==> config.mk <==
export PLATFORM = sky130hd
export DESIGN_NAME = minute_second_counter
export DESIGN_NICKNAME = d
export VERILOG_FILES = /design/src/rtl/timer_pkg.sv /design/src/rtl/bcd_pair_counter.sv /design/src/rtl/minute_second_counter.sv
export SDC_FILE = /design/constraint.sdc
export NUM_CORES = 1
export LEC_CHECK = 0
export CORE_MARGIN = 8
export CORE_UTILIZATION = 30
export DETAILED_ROUTE_END_ITERATION = 10
export PLACE_DENSITY = 0.51
export RECOVER_POWER = 25
export SYNTH_ARGS = -nofsm -noshare
export SYNTH_HDL_FRONTEND = slang
export SYNTH_SLANG_ARGS = --single-unit
==> constraint.sdc <==
create_clock -name clk -period 2.9 [get_ports clk]
set_clock_uncertainty 0.2 [all_clocks]
set_input_delay 0.87 -clock clk [delete_from_list [all_inputs] [get_ports clk]]
set_output_delay 0.87 -clock clk [all_outputs]
set_load 0.01 [all_outputs]
==> src/rtl/timer_pkg.sv <==
// Shared constants for the MM:SS timer slice.
package timer_pkg;
    localparam logic [1:0] ST_IDLE  = 2'd0;
    localparam logic [1:0] ST_RUN   = 2'd1;
    localparam logic [1:0] ST_PAUSE = 2'd2;
    localparam logic [3:0] BCD_MAX  = 4'd9;
    localparam int SEC_LIMIT_DEF    = 60;
    localparam int MIN_LIMIT_DEF    = 60;
endpackage

==> src/rtl/bcd_pair_counter.sv <==
// Two-digit BCD counter that wraps to 00 after LIMIT-1.
module bcd_pair_counter
    import timer_pkg::*;
#(
    parameter int LIMIT = SEC_LIMIT_DEF
) (
    input  logic       clk,
    input  logic       reset,
    input  logic       clr,
    input  logic       inc,
    output logic [3:0] ones,
    output logic [3:0] tens,
    output logic       carry
);
    localparam int MAXV = LIMIT - 1;
    localparam logic [3:0] MAX_ONES = 4'(MAXV % 10);
    localparam logic [3:0] MAX_TENS = 4'(MAXV / 10);

    logic [3:0] ones_q, ones_d;
    logic [3:0] tens_q, tens_d;
    logic       at_max;

    assign at_max = (ones_q == MAX_ONES) && (tens_q == MAX_TENS);
    assign carry  = inc & at_max;
    assign ones   = ones_q;
    assign tens   = tens_q;

    always_comb begin
        ones_d = ones_q;
        tens_d = tens_q;
        if (clr || (inc && at_max)) begin
            ones_d = 4'd0;
            tens_d = 4'd0;
        end else if (inc) begin
            if (ones_q == BCD_MAX) begin
                ones_d = 4'd0;
                tens_d = tens_q + 4'd1;
            end else begin
                ones_d = ones_q + 4'd1;
            end
        end
    end

    always_ff @(posedge clk or negedge reset) begin
        if (!reset) begin
            ones_q <= 4'd0;
            tens_q <= 4'd0;
        end else begin
            ones_q <= ones_d;
            tens_q <= tens_d;
        end
    end
endmodule

==> src/rtl/minute_second_counter.sv <==
// MM:SS BCD stopwatch driven by rising edges of newclock.
module minute_second_counter
    import timer_pkg::*;
#(
    parameter int MINUTE_LIMIT = MIN_LIMIT_DEF,
    parameter int SECOND_LIMIT = SEC_LIMIT_DEF
) (
    input  logic       clk,
    input  logic       reset,
    input  logic       newclock,
    input  logic       start,
    input  logic       stop,
    input  logic       clear,
    output logic [3:0] sec_ones,
    output logic [3:0] sec_tens,
    output logic [3:0] min_ones,
    output logic [3:0] min_tens,
    output logic       running,
    output logic       rollover
);
    logic [1:0] state_q, state_d;
    logic       nclk_q;
    logic       running_q;
    logic       rollover_q;
    logic       tick;
    logic       count_en;
    logic       sec_carry;
    logic       min_carry;

    assign tick     = newclock & ~nclk_q;
    assign count_en = tick & (state_q == ST_RUN) & ~clear & ~stop;

    always_comb begin
        state_d = state_q;
        if (clear) begin
            state_d = ST_IDLE;
        end else if (stop) begin
            if (state_q == ST_RUN) state_d = ST_PAUSE;
        end else if (start) begin
            state_d = ST_RUN;
        end
    end

    // Edge register resets high so a newclock already high at release is ignored
    always_ff @(posedge clk or negedge reset) begin
        if (!reset) begin
            state_q    <= ST_IDLE;
            nclk_q     <= 1'b1;
            running_q  <= 1'b0;
            rollover_q <= 1'b0;
        end else begin
            state_q    <= state_d;
            nclk_q     <= newclock;
            running_q  <= (state_d == ST_RUN);
            rollover_q <= min_carry;
        end
    end

    bcd_pair_counter #(.LIMIT(SECOND_LIMIT)) u_sec (
        .clk   (clk),
        .reset (reset),
        .clr   (clear),
        .inc   (count_en),
        .ones  (sec_ones),
        .tens  (sec_tens),
        .carry (sec_carry)
    );

    bcd_pair_counter #(.LIMIT(MINUTE_LIMIT)) u_min (
        .clk   (clk),
        .reset (reset),
        .clr   (clear),
        .inc   (sec_carry),
        .ones  (min_ones),
        .tens  (min_tens),
        .carry (min_carry)
    );

    assign running  = running_q;
    assign rollover = rollover_q;
endmodule

==> reports/metrics.csv, run 1 <==
metric,value,unit
IO Pins,24,
Synth async-reset ratio,100,%
Synth cell types,32,
Pint,0.000406,W
Final period util,89.3,%
H-tree levels,1,
CTS Buf Count,3,
Port-buffer cells,23,
number of fillers in the final layout,392,
hold_buf cts,0,
Net Sw Frac,21.9,%
Cell Rows,23,
largest cells by area after synthesis,"dfrtp_1 42%, ha_1 8.5%, a21oi_1 5.5%",
Hold WC Path Type,reg -> reg,
Clock Path Buffers,2,
worst hold path depth,2,
f_max,0.386,GHz
Pre-antenna DRT Iters,4,
CTS Root Cell,clkbuf_8,
Initial DRC Count,49,
Clock Sinks,21,
Synth Flop Type,dfrtp_1,
top-count cell post-synth,dfrtp_1,
area of the core,3880,sq um
chip height,78.7,um
"Core Util, Final",38.7,%
Area Overhead vs Synth,27.3,%
synthesized area,1180,sq um
fin nets,162,
post-cts sizing count,0,
RSZ-0062 raised after global routing,no,
# Post-CTS Setup Buffers,0,
CTS tree,yes,
post-synth top area cell,dfrtp_1,
pin count of the biggest net entering global routing,23,
Seq pwr share,57.3,%
Worst setup SP type,primary input,
number of flops mapped to enable cells by yosys,0,
global-route wire length before repair,4.57,mm
Post-DP Area,1460,sq um
vias in the first global route,996,
WS Path Type,in -> reg,
GP Congestion,0.746,
Die ar.,6200,sq um
DRC Markers,0,
post-DP HPWL,2.00,mm
# setup viols final,0,
clock network power share,37.0,%
worst-path maximum fanout,7,
post-route ant nets,0,
drt via density,4.92,
Tmin final,2590,ps
"Data required, critical path",2880,ps
most frequent cells after synthesis,"20 x dfrtp_1, 13 x a21oi_1, 8 x ha_1, 8 x inv_1, 8 x nor2_1",
post-route design area,1500,sq um
Worst setup EP type,register,
maximum VDD drop,139,uV
worst reg2reg path depth,6,
Gate Count Post-Synth,122,
total chip power,0.000520,W
final WL,2.58,mm
via count,970,
"Reg clk slew, reported paths",80,ps
register area share after synthesis,44.6,%
Worst Max-Slew Pin Slew,663,ps
YS warnings,0,
status,completed,
GRT Residual Overflow,0,
Comb pwr share,5.8,%
worst skew pair latency,260,ps
syn_nets,136,
setup TNS,0,ps
share of layout cells above drive strength 1,10.9,%
pwr/cell area,346,nW/um^2
Worst path max stage delay,540,ps
Pleak,0.649,nW
gr usage total,9.13,%
WL per Instance,13.1,um
CP Cell Sequence,dlygate4sd3_1 > and4bb_2 > nand4_1 > or3_1 > a21oi_1,
Rel. slew slack,55.8,%
Initial Utilization,30.4,%
Yosys top cell area share,42.4,%
switching power total,0.000114,W
Final Slew Violations,0,
Hold Fails Final Rpt,0,
initial antenna violation count,0,
CP Data Arrival Time,2570,ps
Max-cap violations,0,
n_diodes,0,
Avg Inst Size Synth,9.68,sq um
Seq cells post-synth,21,
Chip Width,78.7,um
slowest CP cell,dlygate4sd3_1,
## final timing paths
check	startpoint	end	slack (ps)
min	state_q[1]	state_q[1]	380
max	newclock	u_min.ones[1]	310
max reg2reg	u_sec.ones[1]	u_min.ones[1]	760
min in group asynchronous	reset	u_sec.tens[1]	790
min reg2reg	state_q[1]	state_q[1]	380
max in group asynchronous	reset	rollover	780
## layout make-up
type	count	area (sq um)	area share, %
inverters	8	30.0	2.00
repair buffers	26	249	16.6
multi-input cells	88	591	39.3
clock buffers	4	45.0	3.00
flip-flops and latches	21	527	35.0
well taps	50	62.6	4.16
## placed cells by master (no fill, tap or decap), types with 2 or more instances in the layout
cell,count
dlygate4sd3_1,2
dfrtp_1,20
clkbuf_8,3
a21oi_1,13
clkbuf_1,2
ha_1,8
or3_1,4
nor2_1,8
nor2b_1,3
o31ai_1,2
a21boi_0,2
and3_1,2
mux2i_1,2
nand3_1,6
nor3_1,4
nand3b_1,2
inv_1,8
clkdlybuf4s50_1,21
mux2_2,3
and3b_1,4
o21ai_0,7
buf_4,2
nand2_1,7
## state kept, by name, summed over array words and instances, names as in the netlist
register / flops
nclk_q: 1
rollover: 1
running: 1
state_q: 2
u_min.ones: 4
u_min.tens: 4
u_sec.ones: 4
u_sec.tens: 4
## worst max-delay path, delay by kind of cell
| kind | cells | cell delay (ps) |
|---|---|---|
| buf+inv | 1 | 540 |
| simple gates | 3 | 1000 |
| compound gates | 1 | 160 |
## power by group through the flow
stage / Sequential (W) / Combinational (W) / Clock [W]
final: 0.000298 / 0.0000300 / 0.000192
after global placement: 0.000303 / 0.0000318 / 0
after detailed placement: 0.000304 / 0.0000322 / 0
after floorplan: 0.000304 / 0.0000102 / 0
after global routing: 0.000298 / 0.0000343 / 0.000211
after CTS: 0.000298 / 0.0000322 / 0.000200
## cells by family after synthesis
| group | after synthesis | synth area share [%] |
|---|---|---|
| flops | 21 | 44.6 |
| buf+inv | 13 | 5.40 |
| mux | 5 | 4.55 |
| fa+ha+maj | 8 | 8.47 |
| simple gates | 48 | 23.8 |
| compound gates | 27 | 13.1 |
## routing by layer
metal	part of all wire, %	GRT usage (%)
met2	50	15.3
met5	0	0
met3	2.7	1.58
met4	1.5	6.48
met1	45	10.3
## metrics by stage
step | setup slack (ps) | hold WS [ps] | instances
6_report | 311 | 378 | 197
5_1_grt | 172 | 430 | 197
4_1_cts | 349 | 392 | 197
3_5_place_dp | 57.8 | 370 | 193
3_3_place_gp | 121 | 350 | 193
2_1_floorplan | 617 | 321 | 122
No activity file was read; power rests on OpenSTA's default activity.
==> inputs of run 2 (changes only) <==
CTS_CLUSTER_SIZE = 8   (was unset)
==> results of run 2 <==
Same layout as run 1: the final DEF is identical, and so are final timing and power.
==> inputs of run 3 (changes only) <==
CTS_BUF_LIST = sky130_fd_sc_hd__clkbuf_2   (was unset)
MAX_ROUTING_LAYER = met4   (was unset)
==> reports/metrics.csv, run 3 (synthesized netlist as in run 1, its figures left out) <==
metric,value,unit,change
r2r startpoint,u_sec.ones[1],,unchanged
vias in the first global route,995,,was 996
CP Data Arrival Time,2570,ps,about the same
Hold WC Path Type,reg -> reg,,unchanged
fin nets,162,,unchanged
Worst setup EP type,register,,unchanged
Initial DRC Count,79,,was 49
Cell Rows,23,,unchanged
CTS tree,yes,,unchanged
WL per Instance,13.2,um,was 13.1 um
worst reg2reg path depth,6,,unchanged
initial antenna violation count,0,,unchanged
r2r setup slk,760,ps,about the same
DRC Markers,0,,unchanged
GP Congestion,0.756,,was 0.746
CTS Buf Count,3,,unchanged
# setup viols final,0,,unchanged
Final period util,86.5,%,was 89.3%
Hold Fails Final Rpt,0,,unchanged
pin count of the biggest net entering global routing,23,,unchanged
CTS Root Cell,clkbuf_2,,was clkbuf_8
H-tree levels,1,,unchanged
slowest CP cell,dlygate4sd3_1,,unchanged
final worst slack,390,ps,was 311 ps
Clock Path Buffers,2,,unchanged
n_diodes,0,,unchanged
post-DP HPWL,2.00,mm,unchanged
Worst Max-Slew Pin Slew,679,ps,was 663 ps
Rel. slew slack,54.7,%,was 55.8%
"commonest non-fill, non-tap cell in the layout",clkdlybuf4s50_1,,unchanged
Port-buffer cells,23,,unchanged
global-route wire length before repair,4.58,mm,was 4.57 mm
worst hold path depth,2,,unchanged
maximum VDD drop,137,uV,was 139 uV
via count,970,,unchanged
CP Cell Sequence,dlygate4sd3_1 > and4bb_2 > nand4_1 > or3_1 > a21oi_1,,unchanged
post-route ant nets,0,,unchanged
area of the core,3880,sq um,unchanged
IO Pins,24,,unchanged
Pleak,0.642,nW,was 0.649 nW
FF-to-FF End,u_min.ones[1],,unchanged
Tmin final,2510,ps,was 2590 ps
hold_buf cts,0,,unchanged
Pre-antenna DRT Iters,4,,unchanged
final WL,2.60,mm,was 2.58 mm
hold path endpoint,state_q[1],,unchanged
worst skew pair latency,320,ps,was 260 ps
worst-path maximum fanout,7,,unchanged
Area Overhead vs Synth,25.2,%,was 27.3%
Die ar.,6200,sq um,unchanged
setup TNS,0,ps,unchanged
"Data required, critical path",2960,ps,was 2880 ps
Initial Utilization,30.4,%,unchanged
WS Path Type,in -> reg,,unchanged
post-cts sizing count,0,,unchanged
pre-CTS WS,57.8,ps,unchanged
"Reg clk slew, reported paths",200,ps,was 80 ps
share of layout cells above drive strength 1,11.6,%,was 10.9%
Crit. Startpoint,newclock,,unchanged
Clock Sinks,21,,unchanged
status,completed,,unchanged
number of fillers in the final layout,402,,was 392
"commonest non-fill, non-tap cells in the layout","21 x clkdlybuf4s50_1, 20 x dfrtp_1, 13 x a21oi_1",,unchanged
pwr/cell area,308,nW/um^2,was 346 nW/um^2
Worst path max stage delay,540,ps,about the same
# Post-CTS Setup Buffers,0,,unchanged
chip height,78.7,um,unchanged
RSZ-0062 raised after global routing,no,,unchanged
gr usage total,9.45,%,was 9.13%
Chip Width,78.7,um,unchanged
drt via density,4.92,,unchanged
Max-cap violations,0,,unchanged
Worst setup SP type,primary input,,unchanged
f_max,0.398,GHz,was 0.386 GHz
worst hold start,state_q[1],,unchanged
GRT Residual Overflow,0,,unchanged
Final Slew Violations,0,,unchanged
## run 3: changes by cell type in the layout (fill, tap and decap cells not counted)
cell / previous run / this run
clkbuf_8: 3 / 0
clkbuf_1: 2 / 1
clkbuf_2: 0 / 4
## run 3: worst max path at each step
stage	endpoint	slack, ps
2_1_floorplan	u_sec.tens[3]	620
6_report	u_min.ones[1]	390
5_1_grt	u_min.ones[3]	290
4_1_cts	sec_ones[0]	400
3_5_place_dp	u_min.ones[1]	60
3_3_place_gp	u_min.ones[3]	120
## run 3: power by group
part / switching [W] / internal [W]
Clock: 0.0000901 / 0.0000365
Sequential: 0.00000184 / 0.000297
Combinational: 0.0000177 / 0.0000125
Total: 0.000110 / 0.000346
## run 3: per-stage QoR
step	hold slack, ps	total power [W]	instances	util (%)	area, sq um
final	402	0.000455	197	38.1	1480
after global routing	452	0.000482	197	38.1	1480
after CTS	410	0.000466	197	38.2	1480
after detailed placement	370	0.000336	193	37.6	1460
after global placement	350	0.000335	193	37.6	1460
after floorplan	321	0.000314	122	-	1180
## run 3: routing by layer
| metal | part of all wire (%) | global-route usage, % |
|---|---|---|
| met1 | 46 | 10.6 |
| met2 | 50 | 15.2 |
| met3 | 2.8 | 1.58 |
| met4 | 1.5 | 6.48 |
| met5 | 0 | - |
## run 3: final cells by class
| class | count | area [sq um] | area share [%] |
|---|---|---|---|
| sequential | 21 | 527 | 35.6 |
| multi-input combinational | 88 | 591 | 39.9 |
| tap | 50 | 62.6 | 4.23 |
| inverter | 8 | 30.0 | 2.03 |
| clock buffer | 4 | 20.0 | 1.35 |
| timing repair buffer | 26 | 249 | 16.8 |
## run 3: critical path: cells and delay by family
| family | cells | cell delay, ps |
|---|---|---|
| buf+inv | 1 | 540 |
| simple gates | 3 | 1000 |
| compound gates | 1 | 160 |
